$ cat config.mk
export PLATFORM = sky130hd
export DESIGN_NAME = shift_reg_univ
export DESIGN_NICKNAME = d
export VERILOG_FILES = /design/src/rtl/shift_reg_pkg.sv /design/src/rtl/shift_reg_univ_shift_step.sv /design/src/rtl/shift_reg_univ.sv
export SDC_FILE = /design/constraint.sdc
export NUM_CORES = 1
export LEC_CHECK = 0
export ABC_AREA = 1
export CELL_PAD_IN_SITES_DETAIL_PLACEMENT = 1
export CELL_PAD_IN_SITES_GLOBAL_PLACEMENT = 2
export CORE_ASPECT_RATIO = 1.75
export CORE_MARGIN = 4
export CORE_UTILIZATION = 26
export CTS_CLUSTER_DIAMETER = 200
export DETAILED_ROUTE_END_ITERATION = 7
export HOLD_SLACK_MARGIN = 0.1
export PLACE_DENSITY_LB_ADDON = 0.2
export SKIP_CTS_REPAIR_TIMING = 1
export SYNTH_ARGS = -nofsm -noshare
export SYNTH_HDL_FRONTEND = slang
export SYNTH_SLANG_ARGS = --single-unit
$ cat constraint.sdc
create_clock -name clk -period 2.5 [get_ports clk]
set_clock_uncertainty 0.05 [all_clocks]
set_input_delay 0.375 -clock clk [delete_from_list [all_inputs] [get_ports clk]]
set_output_delay 0.375 -clock clk [all_outputs]
set_load 0.02 [all_outputs]
$ cat src/rtl/shift_reg_pkg.sv
// Shared definitions for the universal shift register.
//   MODE_*  : two-bit step-mode encodings used on the mode input and the
//             latched burst direction.
//   state_t : burst controller state (IDLE / BUSY).
package shift_reg_pkg;

    localparam logic [1:0] MODE_HOLD = 2'b00;
    localparam logic [1:0] MODE_SHR  = 2'b01;
    localparam logic [1:0] MODE_SHL  = 2'b10;
    localparam logic [1:0] MODE_ROR  = 2'b11;

    typedef enum logic {
        IDLE = 1'b0,
        BUSY = 1'b1
    } state_t;

endpackage

$ cat src/rtl/shift_reg_univ_shift_step.sv
// shift_step: combinational single-step function of the shift register.
// Ports:
//   q       in   WIDTH  current register contents
//   w       in   1      serial input bit
//   mode    in   2      hold / shift right / shift left / rotate right
//   q_next  out  WIDTH  contents after one step
//   out_bit out  1      bit leaving the register (0 for hold; caller keeps sout)
module shift_step
    import shift_reg_pkg::*;
#(
    parameter int WIDTH = 4
) (
    input  logic [WIDTH-1:0] q,
    input  logic             w,
    input  logic [1:0]       mode,
    output logic [WIDTH-1:0] q_next,
    output logic             out_bit
);

    always_comb begin
        q_next  = q;
        out_bit = 1'b0;
        case (mode)
            MODE_SHR: begin
                q_next  = {w, q[WIDTH-1:1]};
                out_bit = q[0];
            end
            MODE_SHL: begin
                q_next  = {q[WIDTH-2:0], w};
                out_bit = q[WIDTH-1];
            end
            MODE_ROR: begin
                q_next  = {q[0], q[WIDTH-1:1]};
                out_bit = q[0];
            end
            default: ;
        endcase
    end

endmodule

$ cat src/rtl/shift_reg_univ.sv
// shift_reg_univ: parametrised universal shift register with counted bursts.
// Ports:
//   clk     in   1      rising-edge clock
//   rst     in   1      synchronous reset, active-high
//   L       in   1      parallel load enable (aborts a running burst)
//   R       in   WIDTH  parallel load data
//   w       in   1      serial input bit
//   mode    in   2      00 hold, 01 shift right, 10 shift left, 11 rotate right
//   start   in   1      begin a burst (sampled only when idle)
//   amount  in   AMT_W  number of steps in the burst
//   Q       out  WIDTH  register contents
//   sout    out  1      last bit shifted/rotated out (registered)
//   busy    out  1      burst in progress
//   done    out  1      one-cycle pulse after the last burst step
module shift_reg_univ
    import shift_reg_pkg::*;
#(
    parameter int WIDTH = 4,
    parameter int AMT_W = 3
) (
    input  logic             clk,
    input  logic             rst,
    input  logic             L,
    input  logic [WIDTH-1:0] R,
    input  logic             w,
    input  logic [1:0]       mode,
    input  logic             start,
    input  logic [AMT_W-1:0] amount,
    output logic [WIDTH-1:0] Q,
    output logic             sout,
    output logic             busy,
    output logic             done
);

    state_t           state;
    logic [1:0]       dir;
    logic [AMT_W-1:0] cnt;

    logic [1:0]       step_mode;
    logic [WIDTH-1:0] step_q;
    logic             step_out;

    // One step unit serves both paths: the latched direction while bursting,
    // the live mode input otherwise.
    assign step_mode = (state == BUSY) ? dir : mode;

    shift_step #(.WIDTH(WIDTH)) u_step (
        .q       (Q),
        .w       (w),
        .mode    (step_mode),
        .q_next  (step_q),
        .out_bit (step_out)
    );

    always_ff @(posedge clk) begin
        if (rst) begin
            Q     <= '0;
            sout  <= 1'b0;
            busy  <= 1'b0;
            done  <= 1'b0;
            state <= IDLE;
            dir   <= MODE_HOLD;
            cnt   <= '0;
        end else begin
            done <= 1'b0;
            if (L) begin
                Q     <= R;
                busy  <= 1'b0;
                state <= IDLE;
                cnt   <= '0;
            end else if (state == BUSY) begin
                Q <= step_q;
                if (dir != MODE_HOLD)
                    sout <= step_out;
                cnt <= cnt - AMT_W'(1);
                if (cnt == AMT_W'(1)) begin
                    busy  <= 1'b0;
                    done  <= 1'b1;
                    state <= IDLE;
                end
            end else if (start) begin
                // Accept edge: data is untouched, the burst steps begin next edge.
                if (amount != '0) begin
                    dir   <= mode;
                    cnt   <= amount;
                    busy  <= 1'b1;
                    state <= BUSY;
                end else begin
                    done <= 1'b1;
                end
            end else begin
                Q <= step_q;
                if (mode != MODE_HOLD)
                    sout <= step_out;
            end
        end
    end

endmodule
== Yosys cells after proc, flatten, opt, wreduce, memory -nomap -nowiden ==
Cells that the tools add are included.

* Register bits after elaboration: 13
* Bits in latches: 0
* Output and inout port bits: 7
* Input port bits: 14
* RAM bits: 0
* Bits in read-only memories: 0
* Memories kept: 0

* Div/mod/pow operators: 0
* Equal/unequal tests: 8
* Add/subtract/negate cells: 1
* Muxes and demuxes: 25
* Reduce and logical (&&, ||, !) cells: 12
* Shift-type cells: 0
* Magnitude comparators: 0
* Multiply operators: 0
* Bitwise gates (word level): 2

{| class="wikitable"
|+ Operator list
! cell !! count
|-
| $mux 1 || 16
|-
| $mux 4 || 3
|-
| $pmux 4 s3 || 1
|-
| $reduce_bool 2->1 || 5
|-
| $mux 3 || 3
|-
| $reduce_and 4->1 || 2
|-
| $ne 2x1->1 const B || 3
|-
| $eq 2x2->1 const B || 2
|-
| $reduce_or 2->1 || 2
|-
| $eq 3x1->1 const B || 1
|-
| $ne 3x2->1 const B || 1
|-
| $reduce_and 3->1 || 1
|-
| $reduce_bool 3->1 || 1
|-
| $sub 3x1->3 const B || 1
|-
| $eq 2x1->1 const B || 1
|-
| $mux 2 || 1
|-
| $not 1->1 || 2
|-
| $pmux 1 s2 || 1
|-
| $reduce_and 2->1 || 1
|}

== Depth between registers and ports, before layout ==
* Depth after elaboration: 7
* Depth in mapped cells: 9
* Gate-level depth less buffers: 9

== By module ==
Synthesis repeated with hierarchy kept, for this count alone.

* Cell total of the unflattened synthesis: 137
* Area, all modules: 852.1 sq um

{| class="wikitable"
|+ Modules (own cells, without submodules)
! module !! cells an instance !! area each (sq um) !! seq. area each (sq um) !! times used
|-
| shift_reg_univ || 112 || 730.7 || 260.2 || 1
|-
| shift_step || 25 || 121.4 || 0.0 || 1
|}

== Worst setup path after synthesis ==
OpenSTA, ideal clock, no wires.

* Path kind: input port to flip-flop
* Start point: input amount[1]
* End point: register cnt[2]
* Stages on the path: 5
* Setup slack: 1339 ps
* Arrival: 1037 ps
* Library setup time: 74 ps
* Path through: nor3_1 > nor2_1 > nor2_1 > nand2_1 > a31oi_1

* Longest elaborated chain between the ends: 3

{| class="wikitable"
|+ Ends and longest elaborated chain
! element !! RTL line !! RTL
|-
| start: declaration || shift_reg_univ.sv:28 || <nowiki>input logic [AMT_W-1:0] amount,</nowiki>
|-
| $reduce_bool 3->1 || shift_reg_univ.sv:83 || <nowiki>if (amount != '0) begin</nowiki>
|-
| $reduce_bool 2->1 (no source line) || n/a ||
|-
| $reduce_and 2->1 (no source line) || n/a ||
|-
| end signal: assignment || shift_reg_univ.sv:75 || <nowiki>cnt <= cnt - AMT_W'(1);</nowiki>
|-
| end signal: assignment || shift_reg_univ.sv:85 || <nowiki>cnt <= amount;</nowiki>
|-
| end: declaration || shift_reg_univ.sv:37 || <nowiki>logic [AMT_W-1:0] cnt;</nowiki>
|}

Every way passes these cells.
A chain may end at the register's enable or synchronous reset.

== Worst setup path after layout ==
* Start point: register Q[0]
* End point: output Q[0]

{| class="wikitable"
|+ RTL lines
! element !! RTL line !! RTL
|-
| start: declaration || shift_reg_univ.sv:29 || <nowiki>output logic [WIDTH-1:0] Q,</nowiki>
|-
| start signal: assignment || shift_reg_univ.sv:72 || <nowiki>Q <= step_q;</nowiki>
|-
| start signal: assignment || shift_reg_univ.sv:92 || <nowiki>Q <= step_q;</nowiki>
|}

No word-level cell between the ends.

==> impl_metrics.toml <==
[outcome]
run_status = "complete, no violations"

[critical_path]
worst_r2r_startpoint = "state"
r2r_cells = 6
critical_path.reg2reg.endpoint = "dir[1]"
worst_setup_path_start_kind = "register"
worst_path_dominant_cell_family = "buffers and inverters"
critPathMaxStageDelay_ns = 0.62
cp.buffers_inverters = 1
path_max_fanout = 3
crit_path_top_delay_cell = "sky130_fd_sc_hd__clkdlybuf4s50_1"
worst_setup_path_end_kind = "output port"
cp_cell_sequence = "clkdlybuf4s50_1"
worst-setup-path-type = "register to output port"
timing.critical_path.required_ns = 2.08
r2r_setup_slack_ns = 1.13
critPathArrivalTime_ns = 1.22

[synthesis]
synth_most_common_cell = "sky130_fd_sc_hd__nand2_1"
synth.lib_cells_used.distinct = 21
synth.yosys.warnings = 0
asyncSetResetFlopFracSynth_pct = 0
synth_seq_cells = 13
synth_top_area_share_pct = 33.9
synth_enable_flop_cells = 0
synth_top_cells_by_area = "sky130_fd_sc_hd__dfxtp_1 34%, sky130_fd_sc_hd__nand2_1 15%, sky130_fd_sc_hd__a21oi_1 8.5%, sky130_fd_sc_hd__inv_1 7.8%, sky130_fd_sc_hd__nand3_1 7.2%"
syn-mean-instance-area_um2 = 6.51
synth_common_cells = "31 x sky130_fd_sc_hd__nand2_1, 16 x sky130_fd_sc_hd__inv_1, 13 x sky130_fd_sc_hd__a21oi_1, 13 x sky130_fd_sc_hd__dfxtp_1, 11 x sky130_fd_sc_hd__nand3_1"
yosysSeqAreaShare_pct = 33.9
synthCells = 118
synth_top_cell_by_area = "sky130_fd_sc_hd__dfxtp_1"
postSynth.topFlopCell = "sky130_fd_sc_hd__dfxtp_1"
mappedNetlistArea_um2 = 768
postSynthNetCount = 134

[timing]
fin_crit_sh_pct = 65.7
setup-tns-final_ns = 0
timing_hold_violations_final = 0
min_clock_period_post_route_ns = 1.64
finalSetupViolCount = 0
timing_worst_slew_pin_value_ns = 0.312
achievable-frequency_mhz = 609
slew_headroom_pct = 79.1
grt_setup_unrepaired = "no"
final-max-slew-violation-count = 0

[clocking]
cts_buffers = 3
clock_latency_ns = 0.24
cts_max_level = 1
cts.clk_slew.worst_paths_ns = 0.06
clock_sink_count = 13
root_buffer = "sky130_fd_sc_hd__clkbuf_8"
clock_tree_from_tritoncts = "built"
clockBufferDepth = 2

[placement]
globalplace.congestion = 0.821
hpwl_mm = 2.00
number_of_cells_in_the_design_after_placement = 165
portbufs = 20

[global_route]
global_route.overflow_total = 0
grt_pass1_vias = 898
grt_first_pass_wirelength_mm = 3.84
grt_antenna_before_repair = 0
pin_count_of_the_biggest_net_entering_global_routing = 11
global_route.usage.total_pct = 12.9

[pwr]
irDropWorstVdd_uv = 242
power.density_nw_per_um2 = 544
power_uw = 570
static_leakage_uw = 0.000459

[hold_path]
min_path_type = "register to register"
timing.hold.worst_path_depth = 2
hp-start = "busy"
whs_endpoint = "busy"

[die]
top_level_ports = 21
floorplan.rows = 25
initial_utilization_pct = 27.6
floorplan.die.width_um = 49.1
dieArea_um2 = 3920
design.core.area_um2 = 2780
die_y_um = 79.9

[cells_and_area]
nNetsFinal = 159
flow.area_growth_from_synthesis_pct = 36.3
layout-drive-gt1-share_pct = 10.6
antenna_cells_inserted = 0
final_cells = 169

[detailed_routing]
final_antenna_net_count = 0
drc = 0
route.detailed.vias_per_inst = 4.98
vias = 841
avgRoutedWirePerCell_um = 13.9
detail_route.wirelength_mm = 2.34
dr.first_iter.drc_count = 7
dr.pass1.iters = 4

[run]
drv.max_cap_violation_count = 0
-- worst max path at each step --
stage	endpoint	depth (start not counted)	from	slack, ns
after global placement	cnt[2]	6	amount[1]	0.70
after floorplan	cnt[2]	5	amount[1]	1.34
after detailed placement	cnt[2]	6	amount[1]	0.69
final	Q[0]	1	Q[0]	0.86
after global routing	Q[0]	1	Q[0]	0.82
after CTS	Q[3]	1	Q[3]	0.85
-- through the flow --
step                util (%)  setup WS [ns]  hold WS, ns  instance area, µm²
floorplan                  -           1.34        0.387                 768
CTS                     37.6          0.847        0.434                1050
global route            37.6          0.819        0.462                1050
global placement        36.0          0.702        0.415                1000
finish                  37.6          0.858        0.427                1050
detailed placement      36.0          0.688        0.427                1000
-- metal layers --
metal	routed length (µm)	share of wire, %	track usage [%]	vias to the layer above
met1	790	34	10.7	399
li1	-	-	-	427
met5	0	0	0	-
met2	1440	61	27.7	13
met3	96	4.1	2.80	2
met4	19	0.81	5.13	0
-- layout by cell type (no fill, tap or decap), drive strengths merged --
cell	count
a21oi	14
a31oi	1
clkbuf	4
clkdlybuf4s50	20
clkinv	1
dfxtp	13
ha	2
inv	18
nand2	37
nand3	12
nand3b	1
nand4	1
nor2	10
nor3	1
o21a	1
o21ai	6
-- power breakdown --
| part | switching, µW | internal [µW] | total (µW) | leakage (µW) |
|---|---|---|---|---|
| Sequential | 9.45 | 222 | 231 | 0.000107 |
| Combinational | 85.1 | 64.4 | 149 | 0.000330 |
| Clock | 76.7 | 112 | 189 | 0.0000228 |
-- sequential cells by signal, summed over array words and instances (netlist names) --
| name | count |
|---|---|
| Q | 4 |
| busy | 1 |
| cnt | 3 |
| dir | 2 |
| done | 1 |
| sout | 1 |
| state | 1 |
-- kinds of logic after synthesis --
family / after synthesis / share of synthesized area [%]
compound gates: 22 / 15.3
fa+ha+maj: 2 / 3.26
buf+inv: 19 / 9.45
simple gates: 62 / 38.1
flops: 13 / 33.9
-- worst register-to-register path, cell delays in order (launching register included) --
cell and delay, ns:
sky130_fd_sc_hd__dfxtp_1 0.37, sky130_fd_sc_hd__inv_2 0.19, sky130_fd_sc_hd__nand2_1 0.12, sky130_fd_sc_hd__nor2_1 0.16
sky130_fd_sc_hd__nand2_1 0.12, sky130_fd_sc_hd__o21ai_0 0.19, sky130_fd_sc_hd__a21oi_1 0.06
-- area by class of cell --
class                   instances  area, µm²
inverters                      19       72.6
well taps                      27       33.8
repair buffers                 20        200
fillers                       365       1740
flip-flops and latches         13        260
multi-input cells              86        435
clock buffers                   4       45.0
No activity file was read; power rests on OpenSTA's default activity.
